## src/rtl/weight_fetch_ctrl.sv

```systemverilog
`default_nettype none
// ============================================================================
// Module      : weight_fetch_ctrl
// Description : Burst reader that pulls weight words from a BRAM port and
//               streams them over a ready/valid interface via a 2-entry FIFO.
// Revision    : 1.0 - initial release
// ============================================================================
module weight_fetch_ctrl (
    input  logic        clk,
    input  logic        rst,
    input  logic        start,
    input  logic [31:0] base_addr,
    input  logic [7:0]  num_words,
    output logic        busy,
    output logic        done,
    output logic [31:0] bram_addr,
    output logic        bram_en,
    output logic [3:0]  bram_wen,
    output logic [31:0] bram_din,
    input  logic [31:0] bram_dout,
    output logic [31:0] m_data,
    output logic        m_valid,
    input  logic        m_ready
);

    typedef enum logic [1:0] {
        S_IDLE  = 2'd0,
        S_FETCH = 2'd1,
        S_DRAIN = 2'd2,
        S_DONE  = 2'd3
    } state_t;

    state_t      r_state;
    logic [31:0] r_addr;
    logic [7:0]  r_num;
    logic [7:0]  r_issued;
    logic [7:0]  r_xfer;
    logic        r_inflight;
    logic [31:0] r_fifo [2];
    logic        r_wr_ptr;
    logic        r_rd_ptr;
    logic [1:0]  r_count;

    logic        w_pop;
    logic        w_issue;
    logic [2:0]  w_occ;
    logic [2:0]  w_limit;

    assign m_valid   = (r_count != 2'd0);
    assign m_data    = r_fifo[r_rd_ptr];
    assign w_pop     = m_valid && m_ready;

    // A word popped this cycle frees a slot for a read issued this cycle,
    // which is what lets the stream run without bubbles on a 2-deep FIFO.
    assign w_occ     = {1'b0, r_count} + {2'b00, r_inflight};
    assign w_limit   = 3'd2 + {2'b00, w_pop};
    assign w_issue   = (r_state == S_FETCH) && (w_occ < w_limit);

    assign bram_en   = w_issue;
    assign bram_addr = r_addr;
    assign bram_wen  = 4'b0000;
    assign bram_din  = 32'd0;
    assign busy      = (r_state == S_FETCH) || (r_state == S_DRAIN);
    assign done      = (r_state == S_DONE);

    always_ff @(posedge clk) begin
        if (rst) begin
            r_state    <= S_IDLE;
            r_addr     <= 32'd0;
            r_num      <= 8'd0;
            r_issued   <= 8'd0;
            r_xfer     <= 8'd0;
            r_inflight <= 1'b0;
            r_fifo[0]  <= 32'd0;
            r_fifo[1]  <= 32'd0;
            r_wr_ptr   <= 1'b0;
            r_rd_ptr   <= 1'b0;
            r_count    <= 2'd0;
        end else begin
            // Read data is valid the cycle after the enable; capture it then.
            r_inflight <= w_issue;
            if (r_inflight) begin
                r_fifo[r_wr_ptr] <= bram_dout;
                r_wr_ptr         <= ~r_wr_ptr;
            end
            if (w_pop) begin
                r_rd_ptr <= ~r_rd_ptr;
                r_xfer   <= r_xfer + 8'd1;
            end
            case ({r_inflight, w_pop})
                2'b10:   r_count <= r_count + 2'd1;
                2'b01:   r_count <= r_count - 2'd1;
                default: r_count <= r_count;
            endcase

            if (w_issue) begin
                r_addr   <= r_addr + 32'd4;
                r_issued <= r_issued + 8'd1;
            end

            case (r_state)
                S_IDLE: begin
                    if (start) begin
                        r_addr   <= base_addr;
                        r_num    <= num_words;
                        r_issued <= 8'd0;
                        r_xfer   <= 8'd0;
                        r_state  <= (num_words == 8'd0) ? S_DONE : S_FETCH;
                    end
                end
                S_FETCH: begin
                    if (w_issue && (r_issued == r_num - 8'd1))
                        r_state <= S_DRAIN;
                end
                S_DRAIN: begin
                    if (w_pop && (r_xfer == r_num - 8'd1))
                        r_state <= S_DONE;
                end
                default: r_state <= S_IDLE;
            endcase
        end
    end

endmodule
`default_nettype wire

```

## config.mk

```make
export PLATFORM = sky130hd
export DESIGN_NAME = weight_fetch_ctrl
export DESIGN_NICKNAME = d
export VERILOG_FILES = /design/src/rtl/weight_fetch_ctrl.sv
export SDC_FILE = /design/constraint.sdc
export NUM_CORES = 1
export LEC_CHECK = 0
export CORE_AREA = 2 2 126 115
export DETAILED_ROUTE_END_ITERATION = 10
export DIE_AREA = 0 0 128 117
export PLACE_DENSITY = 0.8
export SETUP_SLACK_MARGIN = 0.2
export SYNTH_ARGS = -nofsm -noshare
export SYNTH_HDL_FRONTEND = slang
export SYNTH_SLANG_ARGS = --single-unit
```

## constraint.sdc

```tcl
create_clock -name clk -period 3.83 [get_ports clk]
set_input_delay 0.383 -clock clk [delete_from_list [all_inputs] [get_ports clk]]
set_output_delay 0.383 -clock clk [all_outputs]
set_load 0.05 [all_outputs]
```

==> key figures, run 1 <==
Detailed routing
  – DRT Wirelength: approximately 15,000 um
  – Via Count: roughly 5,100
  – Wire per inst: 15.7 um
  – Via density: between 5 and 6
  – Post-route ant nets: 0
  – First DRT Iteration DRCs: between 300 and 400
  – DRC viols: 0
  – DRT Pass-1 Iters: 5

Logic synthesis
  – Top FF cell, synth: edfxtp_1
  – Ys async rst share: 0%
  – Yosys top cell area share: roughly 30%
  – Seq cells post-synth: 128
  – Syn Area/Cell: between 10 and 15 sq um
  – Sequential-to-total area share from yosys stat: about half
  – Synth top area cells: edfxtp_1 (29%), dfxtp_1 (20%), and2_1 (6.7%)
  – Synthesized instance count: between 600 and 700
  – Count of different cell masters after synthesis: 50
  – Top cell type by total area after synthesis: edfxtp_1
  – Syn Std Cell Area: around 6600 sq um
  – Post-synth EDFFs: 64
  – Yosys warning count: 0

Floorplanning
  – I/O pins: 180
  – Row count: 41
  – Initial Utilization: a little under half
  – Die Area: around 15,000 sq um
  – Die H: around 120 um
  – Total core area: about 14,000 sq um
  – Die width: between 100 and 150 um

Flow run
  – Max-Cap Viols: 0

Place
  – Placed Cells: between 900 and 1,000
  – Place WS: ~560 ps
  – DP HPWL: around 10,000 um
  – Port-buffer cells: approximately 140
  – Routability cong.: about 0.9

Clock network
  – CTS clk-pin slew, worst paths: about 60 ps
  – CTS tree: done
  – CTS root buf: clkbuf_16
  – CTS Buffer Depth: 2
  – CTS Hold Bufs: 0
  – # resized after CTS: 0
  – Worst-skew pair later-pin latency: approximately 420 ps
  – H-tree Lvls: 4
  – Sink Count: roughly 130
  – Number of CTS-inserted buffers: 17
  – Setup bufs post-CTS: 0

Setup path
  – Critical Path Source Type: flip-flop
  – Slowest stage delay, CP: 890 ps
  – Crit path DAT: about 2900 ps
  – Critical Setup Path Class: flip-flop to output port
  – Family with the most delay on the worst path: buffers and inverters
  – CP Cell Sequence: ha_1, ha_1, nor3b_1, a21oi_1, buf_4, inv_1, clkdlybuf4s50_1
  – Worst-case reg-to-reg path depth: 11
  – Reg2reg setup slack: approximately 760 ps
  – Critical path endpoint category: output port
  – Worst path most repeated cell: ha_1
  – Worst Path Buf+Inv: 3
  – Crit path required time: 3450 ps
  – FF-to-FF End: bram_addr[23]$_SDFF_PP0_
  – WP depth: 7
  – CP max stage cell: clkdlybuf4s50_1
  – Crit Path Max Fanout: 11
  – Origin of the critical flop-to-flop path: r_count[0]$_SDFFE_PP0P_

Cells and area
  – Fraction of layout cells with a size suffix above 1: between 10% and 20%
  – Number of diodes: 0
  – Area delta synth->final: 30.5%
  – Most frequent cells in the layout: clkdlybuf4s50_1 (142), and2_1 (70), dfxtp_1 (64), edfxtp_1 (64), nor2_1 (62)
  – Commonest non-fill, non-tap cell in the layout: clkdlybuf4s50_1
  – Nets: 874
  – Post-Layout Cell Count: 972

Status
  – Outcome: complete, no violations

Global routing
  – Initial antenna violation count: 0
  – Largest net degree at the start of global routing: 47
  – GRT overflow: 0
  – First-pass GRT wire length: roughly 24,000 um
  – Vias in the first global route: ~5,000
  – Total Routing Usage GR: 20.7%

Power and ir drop
  – Cell Pwr Density: 664 nW/um^2
  – LEAKAGE: ~3.2 nW
  – Maximum vdd drop: 0.383 mV

STA
  – Final setup viols: 0
  – Fin Clk Skew: 12.9 ps
  – Hold Slack: roughly 420 ps
  – Worst-Margin Slew: about 1100 ps
  – Slew headroom: about 28%
  – Period minus WS final: approximately 3300 ps
  – RSZ-0062 raised after global routing: false
  – Final Max Tran Viols: 0
  – Final hold violations: 0
  – Total Neg Setup Slack: 0 ps
  – Max Clock Freq: just over 300 MHz
  – Worst setup margin: 580 ps
  – Fin crit share: about 85%

Worst hold path
  – Hold WC Path Type: input port to flip-flop
  – Worst Hold End: bram_addr[26]$_SDFF_PP0_
  – Worst Hold Depth: 4
  – Min-delay src: rst
-- cells by family after synthesis --
logic type	Yosys count	synth area share [%]
AOI/OAI and AO/OA	79	8.13
xor gates and xnor gates	59	7.87
adders and majority gates	11	2.09
buffers and inverters	85	7.20
DFF	128	48.8
muxes	33	5.64
other	1	0.0571
and+or+nand+nor	259	20.3
-- worst max path at each step --
stage                                 start                    endpoint  slack [ps]
CTS                 r_count[0]$_SDFFE_PP0P_                     bram_en         560
floorplan             r_inflight$_SDFF_PP0_  r_fifo[0][0]$_SDFFCE_PN0P_         640
global route        r_count[0]$_SDFFE_PP0P_                     bram_en         420
detailed placement                  m_ready    bram_addr[23]$_SDFF_PP0_         560
finish              r_count[0]$_SDFFE_PP0P_                     bram_en         580
global placement                    m_ready    bram_addr[23]$_SDFF_PP0_         750
-- where the power goes --
| group | leakage (nW) | switching (mW) | internal (mW) |
|---|---|---|---|
| sequential | 1.19 | 0.196 | 1.66 |
| combinational | 1.73 | 1.45 | 0.811 |
| clock | 0.282 | 0.602 | 0.968 |
-- worst min-delay path: stages --
cell and delay (ps):
buf_2 90, inv_1 150, o21ai_0 120, a21oi_1 50
-- cells in the mapped netlist, types with 15 or more instances --
library cell,number
dfxtp_1,64
and2_1,70
mux2_2,32
nor2_1,62
a211oi_1,20
xor2_1,27
nand2_1,49
xnor2_1,32
edfxtp_1,64
nand3_1,15
buf_4,37
a21oi_1,21
clkbuf_1,23
-- routing by layer --
metal / vias up / track usage, % / wire length, um
met4: 0 / 7.25 / 197
met5: - / 0 / 0
met2: 190 / 34.0 / 7330
li1: 2467 / - / -
met1: 2424 / 25.9 / 6690
met3: 20 / 6.68 / 1080
-- flip-flops by register name, indices dropped and copies added (netlist names), named ones only --
signal	flops
bram_addr	32
r_count	2
r_fifo	64
r_inflight	1
r_issued	8
r_num	8
r_rd_ptr	1
r_state	2
r_wr_ptr	1
r_xfer	8
-- area by class of cell --
cell class              instances  area (sq um)
fillers                      1109          5170
repair buffers                150          1480
well taps                     172           215
clock buffers                  21           482
clock inverters                11           104
inverters                      13          48.8
multi-input cells             477          3040
flip-flops and latches        128          3200
-- stage by stage --
step / util (%) / power [mW] / area, sq um
2_1_floorplan: - / 3.48 / 6700
3_3_place_gp: 58.1 / 4.09 / 7990
3_5_place_dp: 58.1 / 4.13 / 7990
4_1_cts: 62.4 / 5.72 / 8580
5_1_grt: 62.4 / 5.95 / 8580
6_report: 62.4 / 5.69 / 8580
Power figures use the tool's default switching activity.
==> run 2, diff against run 1 <==
- clock period: 3.83 -> 3.1 ns (I/O delays scaled with it)
==> key figures, run 2 (synthesized netlist as in run 1, its figures left out) <==
Cells and area
  – Number of diodes: 0 (unchanged)
  – Fill cells: 1,090 (-1.7%)
  – Nets: 877 (+0.34%)
  – Largest reg by FF count: r_fifo
  – Most frequent cells in the layout: clkdlybuf4s50_1 (141), and2_1 (70), dfxtp_1 (64), edfxtp_1 (64), nor2_1 (62)
  – Commonest non-fill, non-tap cell in the layout: clkdlybuf4s50_1
  – Fraction of layout cells with a size suffix above 1: 10.7% (+0.58 points)
  – Area delta synth->final: 31.6%
  – Largest register FFs: 64 (unchanged)

Setup path
  – Crit path DAT: 2980 ps (+110 ps)
  – Reg2reg setup slack: 460 ps (-300 ps)
  – Worst Path Buf+Inv: 1 (-2)
  – CP max stage cell: nor2_2
  – Critical Setup Path Class: flip-flop to flip-flop
  – Slowest stage delay, CP: 480 ps (-410 ps)
  – Crit Path Max Fanout: 10 (-1)
  – Critical path endpoint category: flip-flop
  – Critical Path Source Type: flip-flop
  – CP Cell Sequence: ha_1, ha_1, nor3b_1, a21oi_1, inv_1, nand4_1, nor2_2, nand4_1, xor2_1, a211oi_1
  – Crit path required time: 3440 ps (about the same)
  – Family with the most delay on the worst path: simple AND/OR/NAND/NOR gates

Floorplanning
  – I/O pins: 180 (unchanged)
  – Die Area: 15,000 sq um (unchanged)
  – Total core area: 13,700 sq um (unchanged)
  – Die H: 117 um (unchanged)
  – Row count: 41 (unchanged)
  – Initial Utilization: 47.8% (unchanged)
  – Die width: 128 um (unchanged)

Power and ir drop
  – NetSw: 2.84 mW (+27%)
  – LEAKAGE: 3.24 nW (+1.2%)
  – Reg power frac: 31.6% (-1.1 points)
  – Total Power: 7.27 mW (+28%)
  – Maximum vdd drop: 0.615 mV (+61%)
  – Combinational share of power: 38.9% (-0.8 points)
  – Clock share of power: 29.5% (+1.9 points)
  – Switching Share: 39.1% (-0.38 points)
  – Cell Pwr Density: 841 nW/um^2 (+27%)
  – Internal power: 4.43 mW (+29%)

Detailed routing
  – First DRT Iteration DRCs: 365 (+10%)
  – DRT Pass-1 Iters: 5 (unchanged)
  – Via density: 5.31 (+1.1%)
  – Post-route ant nets: 0 (unchanged)
  – Via Count: 5,173 (+1.4%)
  – Wire per inst: 16.0 um (+1.8%)
  – DRT Wirelength: 15,600 um (+2.1%)
  – DRC viols: 0 (unchanged)

STA
  – Fin Clk Skew: 5.56 ps (-7.35 ps)
  – Final setup viols: 0 (unchanged)
  – Final hold violations: 0 (unchanged)
  – Worst-Margin Slew: 802 ps (-274 ps)
  – Period minus WS final: about 2600 ps
  – RSZ-0062 raised after global routing: false
  – Slew headroom: 46.5% (+19 points)
  – Final Max Tran Viols: 0 (unchanged)
  – Max Clock Freq: approximately 380 MHz
  – Total Neg Setup Slack: 0 ps (unchanged)
  – Fin crit share: 85.3%

Place
  – DP HPWL: 10,600 um (+1.6%)
  – Port-buffer cells: 143 (unchanged)
  – Routability cong.: 0.911 (+0.21%)

Status
  – Outcome: complete, no violations

Clock network
  – # resized after CTS: 0 (unchanged)
  – CTS clk-pin slew, worst paths: 60 ps (about the same)
  – CTS tree: done
  – Worst-skew pair later-pin latency: 420 ps (about the same)
  – Setup bufs post-CTS: 0 (unchanged)
  – H-tree Lvls: 4 (unchanged)
  – Sink Count: 128 (unchanged)
  – CTS root buf: clkbuf_16
  – Number of CTS-inserted buffers: 17 (unchanged)
  – CTS Hold Bufs: 0 (unchanged)
  – CTS Buffer Depth: 2 (unchanged)

Global routing
  – Total Routing Usage GR: 21.0% (+0.35 points)
  – GRT overflow: 0 (unchanged)
  – First-pass GRT wire length: 24,500 um (+1.7%)
  – Initial antenna violation count: 0 (unchanged)
  – Vias in the first global route: 5,088 (+2.0%)
  – Largest net degree at the start of global routing: 50 (+6.4%)

Worst hold path
  – Hold WC Path Type: input port to flip-flop

Flow run
  – Max-Cap Viols: 0 (unchanged)
-- run 2: worst min-delay path: stages --
cell,delay [ps]
buf_2,100
inv_1,170
o21ai_0,130
a21oi_1,50
-- run 2: cell type report --
cell class	count	area [sq um]	area share (%)
clock buffer	17	425	4.92
clock inverter	15	208	2.40
inverter	13	48.8	0.565
multi-input combinational	477	3040	35.2
sequential	128	3200	37.1
tap	172	215	2.49
timing repair buffer	153	1500	17.3
-- run 2: worst paths after layout --
path | startpoint | end | depth (start not counted)
setup / recovery | r_count[0]$_SDFFE_PP0P_ | bram_addr[23]$_SDFF_PP0_ | 10
hold / removal | rst | bram_addr[26]$_SDFF_PP0_ | 4
setup reg to reg | r_count[0]$_SDFFE_PP0P_ | bram_addr[23]$_SDFF_PP0_ | 10
hold reg to reg | bram_addr[1]$_SDFFE_PP0P_ | bram_addr[1]$_SDFFE_PP0P_ | 2
-- run 2: power groups by stage --
stage | clock (mW) | combinational, mW | sequential (mW)
finish | 2.15 | 2.83 | 2.30
global route | 2.24 | 2.99 | 2.34
CTS | 2.17 | 2.83 | 2.30
detailed placement | 0 | 2.80 | 2.32
global placement | 0 | 2.77 | 2.30
floorplan | 0 | 1.68 | 2.61
-- run 2: metrics by stage --
step           hold WS (ps)  cells  setup slack (ps)  area, sq um  utilization (%)
2_1_floorplan           446    690               669         6700                -
3_3_place_gp            456    943               547         8010             58.3
3_5_place_dp            456    943               411         8010             58.3
4_1_cts                 393    975               439         8640             62.9
5_1_grt                 403    975               219         8640             62.9
6_report                375    975               457         8640             62.9
-- run 2: layer usage --
layer  GRT usage (%)  vias up  part of all wire [%]
li1                -     2484                     -
met1            27.3     2452                    45
met2            34.0      211                    46
met3            6.50       26                   7.0
met4            6.74        0                   1.4
met5               0        -                     0
